### src/rtl/step_sequencer.sv
// Step sequencer: turns slow_clk rising edges into bounded up/down count advances under run/pause/step control,
// with a valid/ready output handshake. Define TICK_SYNC_EN to pass slow_clk through a 2-FF synchroniser first.
module step_sequencer #(
    parameter int WIDTH     = 8,
    parameter int MAX_COUNT = 255
) (
    input  logic             clk,
    input  logic             rst,
    input  logic             slow_clk,
    input  logic             clr,
    input  logic             start,
    input  logic             pause,
    input  logic             step,
    input  logic             dir,
    output logic [WIDTH-1:0] count,
    output logic             tick,
    output logic             wrap,
    output logic [1:0]       state,
    output logic             out_valid,
    input  logic             out_ready,
    output logic             overrun
);

    typedef enum logic [1:0] {
        IDLE  = 2'd0,
        RUN   = 2'd1,
        PAUSE = 2'd2
    } state_t;

    localparam logic [WIDTH-1:0] MAX_VAL = WIDTH'(MAX_COUNT);

    logic s_cur;
    logic s_d_q;
    logic slow_edge;

`ifdef TICK_SYNC_EN
    logic sync1_q, sync2_q;

    always_ff @(posedge clk) begin
        if (!rst) begin
            sync1_q <= 1'b0;
            sync2_q <= 1'b0;
        end else begin
            sync1_q <= slow_clk;
            sync2_q <= sync1_q;
        end
    end

    assign s_cur = sync2_q;
`else
    // slow_clk is already registered on clk by the divider, so it is sampled directly.
    assign s_cur = slow_clk;
`endif

    always_ff @(posedge clk) begin
        if (!rst) s_d_q <= 1'b0;
        else      s_d_q <= s_cur;
    end

    assign slow_edge = s_cur & ~s_d_q;

    state_t           state_q, state_d;
    logic [WIDTH-1:0] count_q, count_d;
    logic             tick_q, tick_d;
    logic             wrap_q, wrap_d;
    logic             out_valid_q, out_valid_d;
    logic             overrun_q, overrun_d;
    logic             advance;

    always_ff @(posedge clk) begin
        if (!rst) begin
            state_q     <= IDLE;
            count_q     <= '0;
            tick_q      <= 1'b0;
            wrap_q      <= 1'b0;
            out_valid_q <= 1'b0;
            overrun_q   <= 1'b0;
        end else begin
            state_q     <= state_d;
            count_q     <= count_d;
            tick_q      <= tick_d;
            wrap_q      <= wrap_d;
            out_valid_q <= out_valid_d;
            overrun_q   <= overrun_d;
        end
    end

    always_comb begin
        state_d     = state_q;
        count_d     = count_q;
        tick_d      = 1'b0;
        wrap_d      = 1'b0;
        out_valid_d = out_valid_q & ~out_ready;
        overrun_d   = overrun_q;
        advance     = 1'b0;

        if (clr) begin
            state_d     = IDLE;
            count_d     = '0;
            out_valid_d = 1'b0;
        end else begin
            // A state transition always wins over an advance in the same cycle.
            case (state_q)
                IDLE: begin
                    if (start && !pause) state_d = RUN;
                end
                RUN: begin
                    if (pause)          state_d = PAUSE;
                    else if (slow_edge) advance = 1'b1;
                end
                PAUSE: begin
                    if (start && !pause) state_d = RUN;
                    else if (step)       advance = 1'b1;
                end
                default: state_d = IDLE;
            endcase
        end

        if (advance) begin
            tick_d      = 1'b1;
            out_valid_d = 1'b1;
            if (out_valid_q && !out_ready) overrun_d = 1'b1;
            if (dir) begin
                if (count_q == MAX_VAL) begin
                    count_d = '0;
                    wrap_d  = 1'b1;
                end else begin
                    count_d = count_q + 1'b1;
                end
            end else begin
                if (count_q == '0) begin
                    count_d = MAX_VAL;
                    wrap_d  = 1'b1;
                end else begin
                    count_d = count_q - 1'b1;
                end
            end
        end
    end

    assign count     = count_q;
    assign tick      = tick_q;
    assign wrap      = wrap_q;
    assign state     = state_q;
    assign out_valid = out_valid_q;
    assign overrun   = overrun_q;

endmodule

### config.mk
export PLATFORM = sky130hd
export DESIGN_NAME = step_sequencer
export DESIGN_NICKNAME = d
export VERILOG_FILES = /design/src/rtl/step_sequencer.sv
export SDC_FILE = /design/constraint.sdc
export NUM_CORES = 1
export LEC_CHECK = 0
export CORE_AREA = 10 10 56 58
export CTS_CLUSTER_SIZE = 28
export DETAILED_ROUTE_END_ITERATION = 8
export DIE_AREA = 0 0 66 68
export PLACE_DENSITY_LB_ADDON = 0.08
export SLEW_MARGIN = 20
export SYNTH_ARGS = -nofsm -noshare
export SYNTH_HDL_FRONTEND = slang
export SYNTH_SLANG_ARGS = --single-unit
### constraint.sdc
create_clock -name clk -period 2.8 [get_ports clk]
set_input_delay 0.56 -clock clk [delete_from_list [all_inputs] [get_ports clk]]
set_output_delay 0.56 -clock clk [all_outputs]
set_load 0.05 [all_outputs]
==> metrics.yaml <==
outcome:
  status: "completed"
layout:
  syn_to_final_growth_pct: 22.9
  layout.cells.non_filler: 181
  antenna_cells_inserted: 0
  post_route_cells_drive_above_1_share_pct: 9.15
  num-nets-final: 170
  layout.cell_area.non_filler_um2: 1330
clock_tree:
  tritoncts: "done"
  postCtsHoldBufs: 0
  worst_setup_hold_path_clk_slew_ns: 0.09
  cts-root-to-sink-buffers: 2
  numClockSinks: 15
  post_cts.resized_instances: 0
  clk-insertion-delay-late_ns: 0.28
  cts_max_level: 1
  cts.repair_timing.setup_buffer_count: 0
  clockRootBuffer: "sky130_fd_sc_hd__clkbuf_4"
  cts-buffers-inserted: 3
place:
  place.detailed.instances: 177
  buffer_ports.inserted: 22
  place.gp.congestion: 0.884
  dpl_wire_length_um: 2170
  placedInstanceArea_um2: 1300
  dp_worst_setup_slack_ns: 0.472
run:
  max_cap_viol_count: 0
worst_hold_path:
  hold_start: "overrun$_SDFFE_PN0P_"
  timing.hold.worst.class: "reg -> reg"
critical_path:
  maximum_fanout_along_the_worst_path: 12
  slowest_stage: "sky130_fd_sc_hd__clkdlybuf4s50_1"
  worst-path-buf-inv: 1
  worst_ep_arrival_time_ns: 1.78
  cpPeakStageDelay_ns: 0.89
  worst_setup_path_end_kind: "primary output"
  regToRegStartpoint: "count[0]$_SDFFE_PN0P_"
  critPathKind: "reg -> out"
  timing.critical_path.max_delay_family: "buffers and inverters"
  cp_data_required_time_ns: 2.24
  rrSetupSlack_ns: 0.86
  crit_path_start: "count[2]$_SDFFE_PN0P_"
  cp_cell_sequence: "clkdlybuf4s50_1"
  sort_of_element_at_the_start_of_the_critical_path: "flop"
yosys:
  synth-seq-area-share_pct: 27.8
  synth_cells: 133
  synth_cell_type_count: 45
  synth_enable_flop_cells: 0
  syn_area_per_cell_um2: 8.12
  synth-seq-cells: 15
  dominantRegCellSynth: "sky130_fd_sc_hd__dfxtp_1"
  asyncSetResetFlopFracSynth_pct: 0
  warnings_from_yosys: 0
  mappedNetlistNets: 149
  netlist_area_before_placement_um2: 1080
timing:
  worst-slew-pin-transition_ns: 0.510
  grt_setup_unrepaired: "no"
  finalClockSkew_ns: 0.00502
  report.final.hold_viol_count: 0
  max_clock_freq_ghz: 0.427
  period_minus_slack_ns: 2.34
  timing.final.setup_violations: 0
  final_max_slew_viol_count: 0
  timing.setup.tns_ns: 0
  setup_ws_ns: 0.458
  period_share_pct: 83.6
  timing.max_slew.rel_slack_pct: 65.9
floorplanning:
  die-area_um2: 4490
  fp-row-count: 17
  initial_core_util_pct: 51.3
  io_pins: 23
  die_h_um: 68
  die-width_um: 66
  design.core.area_um2: 2110
pwr:
  leakage_power_uw: 0.000442
  power_density_nw_per_um2: 292
  power_uw: 387
  ir_worst_vdd_mv: 0.336
global_routing:
  initial_antenna_violation_count: 0
  vias_in_the_first_global_route: 1032
  grt_first_pass_wirelength_um: 4790
  grt.total_usage_pct: 13.5
  largest_net_degree_at_the_start_of_global_routing: 16
  grt_overflow: 0
route:
  postRouteAntennaNets: 0
  detail_route.drc_violations: 0
  vias_per_cell: 6.03
  drt_iter0_drc: 63
  routed_wl_um: 2880
  num_vias: 1091
  firstDrtPassIters: 4
  avgRoutedWirePerCell_um: 15.9
metrics by stage:
step	hold slack, ns	util (%)
after CTS	0.470	63.0
after floorplan	0.669	-
after global placement	0.439	61.7
final	0.461	63.0
after global routing	0.482	63.0
after detailed placement	0.453	61.7
routing by layer:
layer  up-vias  share of wire, %  wire (um)  GRT usage, %
met3         2               6.6        190          5.22
met1       510                45       1310          16.3
met2        36                47       1350          21.7
met4         0              0.94         27          3.93
li1        543                 -          -             -
met5         -                 0          0             0
final timing paths:
| path | cells past startpoint | endpoint |
|---|---|---|
| max | 1 | count[2] |
| min | 2 | overrun$_SDFFE_PN0P_ |
| max reg2reg | 6 | count[4]$_SDFFE_PN0P_ |
| min reg2reg | 2 | overrun$_SDFFE_PN0P_ |
cell type report:
cell class / count / area, um2
well taps: 28 / 35.0
clock inverters: 1 / 5.00
inverters: 9 / 33.8
fillers: 192 / 778
multi-input cells: 102 / 703
flip-flops and latches: 15 / 300
clock buffers: 3 / 22.5
repair buffers: 23 / 228
cells by family (layout without fill, tap and decap cells):
family,count (synthesis),after routing,synth area share (%)
flops,15,15,27.8
simple gates,50,50,26.8
xor+xnor,1,1,0.811
buf+inv,16,36,7.07
compound gates,44,44,29.4
fa+ha+maj,7,7,8.11
report_power, final:
group          switching, uW  internal [uW]
logic                   25.8           22.3
clock network           70.3           53.0
registers               1.29            215
total                   97.4            290
cells in the mapped netlist (2+ instances only):
| library cell | number | area, um2 |
|---|---|---|
| sky130_fd_sc_hd__a211oi_1 | 2 | 15.0 |
| sky130_fd_sc_hd__nand2_1 | 10 | 37.5 |
| sky130_fd_sc_hd__and2_1 | 3 | 18.8 |
| sky130_fd_sc_hd__clkbuf_1 | 3 | 11.3 |
| sky130_fd_sc_hd__nor2_1 | 8 | 30.0 |
| sky130_fd_sc_hd__o21ai_0 | 7 | 35.0 |
| sky130_fd_sc_hd__o211ai_1 | 2 | 15.0 |
| sky130_fd_sc_hd__dfxtp_1 | 15 | 300 |
| sky130_fd_sc_hd__a41oi_1 | 2 | 17.5 |
| sky130_fd_sc_hd__nor3_1 | 3 | 15.0 |
| sky130_fd_sc_hd__a31oi_1 | 2 | 12.5 |
| sky130_fd_sc_hd__buf_6 | 2 | 22.5 |
| sky130_fd_sc_hd__o21a_1 | 4 | 30.0 |
| sky130_fd_sc_hd__a21oi_1 | 7 | 35.0 |
| sky130_fd_sc_hd__ha_1 | 7 | 87.6 |
| sky130_fd_sc_hd__a311oi_1 | 3 | 26.3 |
| sky130_fd_sc_hd__and3_1 | 3 | 18.8 |
| sky130_fd_sc_hd__inv_1 | 9 | 33.8 |
| sky130_fd_sc_hd__nand3_1 | 6 | 30.0 |
| sky130_fd_sc_hd__a31o_2 | 2 | 17.5 |
| sky130_fd_sc_hd__nand2b_1 | 4 | 25.0 |
| sky130_fd_sc_hd__nand4_1 | 5 | 31.3 |
| sky130_fd_sc_hd__nor2b_1 | 2 | 12.5 |
sequential cells by signal, indices dropped and copies added, names as in the netlist:
| register | cells |
|---|---|
| count | 8 |
| state | 2 |
| out_valid | 1 |
| overrun | 1 |
| s_d_q | 1 |
| tick | 1 |
| wrap | 1 |
cells in the final DEF, fill, tap and decap left out, types with 4 or more instances in the layout:
master | synthesis | routed
sky130_fd_sc_hd__clkdlybuf4s50_1 | 0 | 22
sky130_fd_sc_hd__a21oi_1 | 7 | 7
sky130_fd_sc_hd__nor2_1 | 8 | 8
sky130_fd_sc_hd__inv_1 | 9 | 9
sky130_fd_sc_hd__nand3_1 | 6 | 6
sky130_fd_sc_hd__o21ai_0 | 7 | 7
sky130_fd_sc_hd__nand2_1 | 10 | 10
sky130_fd_sc_hd__ha_1 | 7 | 7
sky130_fd_sc_hd__nand2b_1 | 4 | 4
sky130_fd_sc_hd__nand4_1 | 5 | 5
sky130_fd_sc_hd__o21a_1 | 4 | 4
sky130_fd_sc_hd__dfxtp_1 | 15 | 15
Note: power is estimated with default switching activity, not from simulation.
==> variant 1, RTL diff (same settings) <==
The parameter `WIDTH` goes from 8 to 6.
--- a/src/rtl/step_sequencer.sv
+++ b/src/rtl/step_sequencer.sv
@@ -2,5 +2,5 @@
 // with a valid/ready output handshake. Define TICK_SYNC_EN to pass slow_clk through a 2-FF synchroniser first.
 module step_sequencer #(
-    parameter int WIDTH     = 8,
+    parameter int WIDTH     = 6,
     parameter int MAX_COUNT = 255
 ) (
Interface: changed (resized count); port bits go from 23 to 21. The function was not compared with the original's and may differ.
==> variant 1 against the unedited design <==
  * Worst setup slack improved by 0.095 ns
  * Sequential cell count decreased by 2
  * Total power decreased by 11%
  * Global-route usage decreased by 3.4 points
  * Synthesized area decreased by 21%
  * Wire length decreased by 27%
  * Clock skew increased by 0.0029 ns
  * Final area decreased by 18%
==> variant 1: results (changes against the unedited design) <==
| Metric | Value |
|---|---|
| Status | finished, final reports clean |
| Global-route wire length before repair | 3640 um (-24%) |
| Worst slack at placement | 0.676 ns (+0.204 ns) |
| Port bufs | 20 (-9.1%) |
| Detail Placement HPWL | 1640 um (-24%) |
| Complex-gate fraction of the synthesized area | 31.4% (+2.0 points) |
| Mux contribution to synthesized area | 1.17% (+1.2 points) |
| Mapped Nets | 117 (-21%) |
| DP Area | 1070 um2 (-18%) |
| Leakage power | 0.368 nW (-17%) |
| Worst Path Max Fanout | 9 (-3) |
| Unique masters post-synth | 39 (-13%) |
| Final Hold Slack | 0.464 ns (+0.00291 ns) |
| Clock Skews | 0.00792 ns (+0.00290 ns) |
| Area contributors post-synth | dfxtp_1, ha_1, a21oi_1 |
| Xor/xnor share of the synthesized area | 1.02% (+0.21 points) |
| Placed Cells | 146 (-18%) |
| Final Wtd Congestion | 0.788 (-11%) |
| Avg Cell Area, Syn | 8.49 um2 (+4.5%) |
| Via-to-Cell Ratio | 5.57 (-7.6%) |
| Total track usage | 10.1% (-3.4 points) |
| DRT iter0 DRCs | 50 (-21%) |
| Fillers | 210 (+9.4%) |
| Slew HR | 65.4% (-0.52 points) |
| Peak supply drop | 0.296 mV (-12%) |
## variant 1: cell types whose count changed after synthesis, moves of 3 or more
| cell | delta |
|---|---|
| nand2_1 | -6 |
| nand4_1 | -5 |
| o21a_1 | -4 |
| a21oi_1 | +3 |
| a311oi_1 | -3 |
| and3_1 | -3 |
| nor2_1 | -3 |
## variant 1: worst max path at each step
| stage | startpoint | endpoint | slack [ns] |
|---|---|---|---|
| 2_1_floorplan | count[1] | count[0] | 0.93 |
| 3_3_place_gp | dir | count[0] | 0.66 |
| 3_5_place_dp | dir | count[0] | 0.68 |
| 4_1_cts | count[0] | count[0] | 0.54 |
| 5_1_grt | count[1] | count[1] | 0.53 |
| 6_report | count[0] | count[0] | 0.55 |
## variant 1: final cells by class
type	instances	area [um2]	share of cell area (%)
Clock buffer	4	26.3	2.40
Sequential cell	13	260	23.8
Inverter	10	37.5	3.43
Timing Repair Buffer	20	200	18.3
Multi-Input combinational cell	75	534	48.9
Tap cell	28	35.0	3.20
## variant 1: worst min-delay path: stages (launching register included)
cell     delay (ns)
dfxtp_1        0.31
nand2_1        0.05
o31ai_1        0.06
## variant 1: cells by family (layout without fill, tap and decap cells)
kind of cell,after synthesis,count (layout)
flops,13,13
fa+ha+maj,7,7
compound gates,39,39
buf+inv,13,34
xor+xnor,1,1
simple gates,27,27
mux,1,1
## variant 1: power breakdown
part / total (mW) / internal, mW / switching [mW]
Combinational: 0.0420 / 0.0210 / 0.0210
Clock: 0.116 / 0.0553 / 0.0607
Sequential: 0.187 / 0.186 / 0.00129
Total: 0.345 / 0.262 / 0.0829
## variant 1: routing by layer
| layer | part of all wire (%) | track usage (%) |
|---|---|---|
| met5 | 0 | 0 |
| met4 | 1.4 | 4.71 |
| met3 | 8.7 | 2.77 |
| met2 | 45 | 16.3 |
| met1 | 45 | 12.2 |
==> variant 2, RTL diff (same flow settings) <==
Made on the original files. Register the output `count` once more, with the module's reset; this adds one clock of latency there. The other outputs are not delayed to match.
--- a/src/rtl/step_sequencer.sv
+++ b/src/rtl/step_sequencer.sv
@@ -139,5 +139,11 @@
     end
 
-    assign count     = count_q;
+    always_ff @(posedge clk) begin
+        if (!rst) begin
+            count <= '0;
+        end else begin
+            count <= count_q;
+        end
+    end
     assign tick      = tick_q;
     assign wrap      = wrap_q;
Check against the original RTL: not equivalent (Yosys sat finds a counterexample within 4 cycles, from zero or initial values and one cycle with rst low).
==> variant 2 against the unedited design <==
  * Sequential share of layout area increased by 8.3 points
  * Clock skew down 0.0016 ns
  * Sequential cell count increased by 8
  * Synthesized area increased by 14%
  * Final area grew 12%
  * Wire length is 6.5% lower
  * Count of clock-buffer cells in the layout stayed put
  * Worst setup slack better by 0.20 ns
  * Total power up 35%
  * Critical endpoint is now state[0]
==> variant 2: results (changes against the unedited design) <==
| Metric | Value |
|---|---|
| Min-delay worst type | reg -> reg |
| Post-DR wirelength/cell | 14.2 um (-11%) |
| Root Buffer Master | clkbuf_4 |
| Slew HR | 65.9% (about the same) |
| Worst slack at placement | 0.424 ns (-0.0474 ns) |
| Detail Placement HPWL | 2090 um (-3.9%) |
| Leakage power | 0.583 nW (+32%) |
| DR pass1 iterations | 4 (unchanged) |
| DRT iter0 DRCs | 53 (-16%) |
| Worst-path clk slew | 0.12 ns (+0.03 ns) |
| DP Area | 1460 um2 (+12%) |
| Synth cell count leaders | dfxtp_1, and2_1, nor2_1 |
| Mapped Nets | 157 (+5.4%) |
| Fraction of layout cells with a size suffix above 1 | 7.41% (-1.7 points) |
| Via-to-Cell Ratio | 5.44 (-9.7%) |
| Ys async rst share | 0% (unchanged) |
| Area contributors post-synth | dfxtp_1, ha_1, and2_1 |
| Register area share after synthesis | 37.4% (+9.6 points) |
| Vias | 1,034 (-5.2%) |
| Largest net degree at the start of global routing | 15 (-1) |
| CP max stage delay | 0.84 ns (-0.05 ns) |
| Layout net count | 179 (+5.3%) |
| Worst Path Max Fanout | 6 (-6) |
| Worst hold stages | 2 (unchanged) |
| Total track usage | 12.6% (-0.86 points) |
| Critical path data arrival time | 1.58 ns (-0.20 ns) |
| Clock Skews | 0.00344 ns (-0.00158 ns) |
| Post-Syn Instances | 141 (+6.0%) |
| Unique masters post-synth | 43 (-4.4%) |
| Status | finished, final reports clean |
| CTS max path bufs | 2 (unchanged) |
| FF-to-FF path depth | 7 (+1) |
| Final Wtd Congestion | 0.839 (-5.1%) |
| Global-route wire length before repair | 4490 um (-6.3%) |
| Peak supply drop | 0.247 mV (-27%) |
| Clock Latency Late Sink | 0.30 ns (+0.02 ns) |
-- variant 2: cell count changes in the layout (fill, tap and decap cells not counted), moves of 3 or more --
cell	before	now
nor2_1	8	11
dfxtp_1	15	23
and2_1	3	11
o21a_1	4	0
nand4_1	5	1
o21ai_0	7	1
o21ai_1	0	8
a22o_1	0	5
a311oi_1	3	0
-- variant 2: cell type report --
type | count | area, um2
clock buffer | 3 | 22.5
timing repair buffer | 23 | 228
clock inverter | 1 | 5.00
tap | 28 | 35.0
inverter | 7 | 26.3
fill | 162 | 617
multi-input combinational | 105 | 712
sequential | 23 | 460
-- variant 2: power by group --
| part | total, mW | internal (mW) | switching, mW |
|---|---|---|---|
| Sequential | 0.330 | 0.329 | 0.00131 |
| Clock | 0.147 | 0.0532 | 0.0939 |
| Combinational | 0.0472 | 0.0236 | 0.0236 |
| Total | 0.524 | 0.405 | 0.119 |
-- variant 2: logic make-up after synthesis --
kind of cell,share of synthesized area [%]
simple gates,28.3
fa+ha+maj,7.11
buf+inv,4.78
compound gates,20.3
xor+xnor,2.13
flops,37.4
-- variant 2: stage by stage --
stage,hold WS [ns],utilization [%]
finish,0.466,70.7
global route,0.513,70.7
CTS,0.467,70.7
detailed placement,0.449,69.4
global placement,0.446,69.4
floorplan,0.508,-
-- variant 2: per-layer routing --
layer  global-route usage, %  wire, um  vias up  share of wire [%]
li1                        -         -      537                  -
met1                    14.3      1180      464                 44
met2                    19.9      1260       29                 47
met3                    4.24       221        4                8.2
met4                    8.12        31        0                1.2
met5                       0         0        -                  0
-- variant 2: worst paths after layout --
path / startpoint / endpoint / slack (ns)
worst max-delay path: state[0] / state[0] / 0.66
worst min register to register: overrun / overrun / 0.47
worst max register to register: count_q[0] / count_q[4] / 0.86
worst min-delay path: overrun / overrun / 0.47
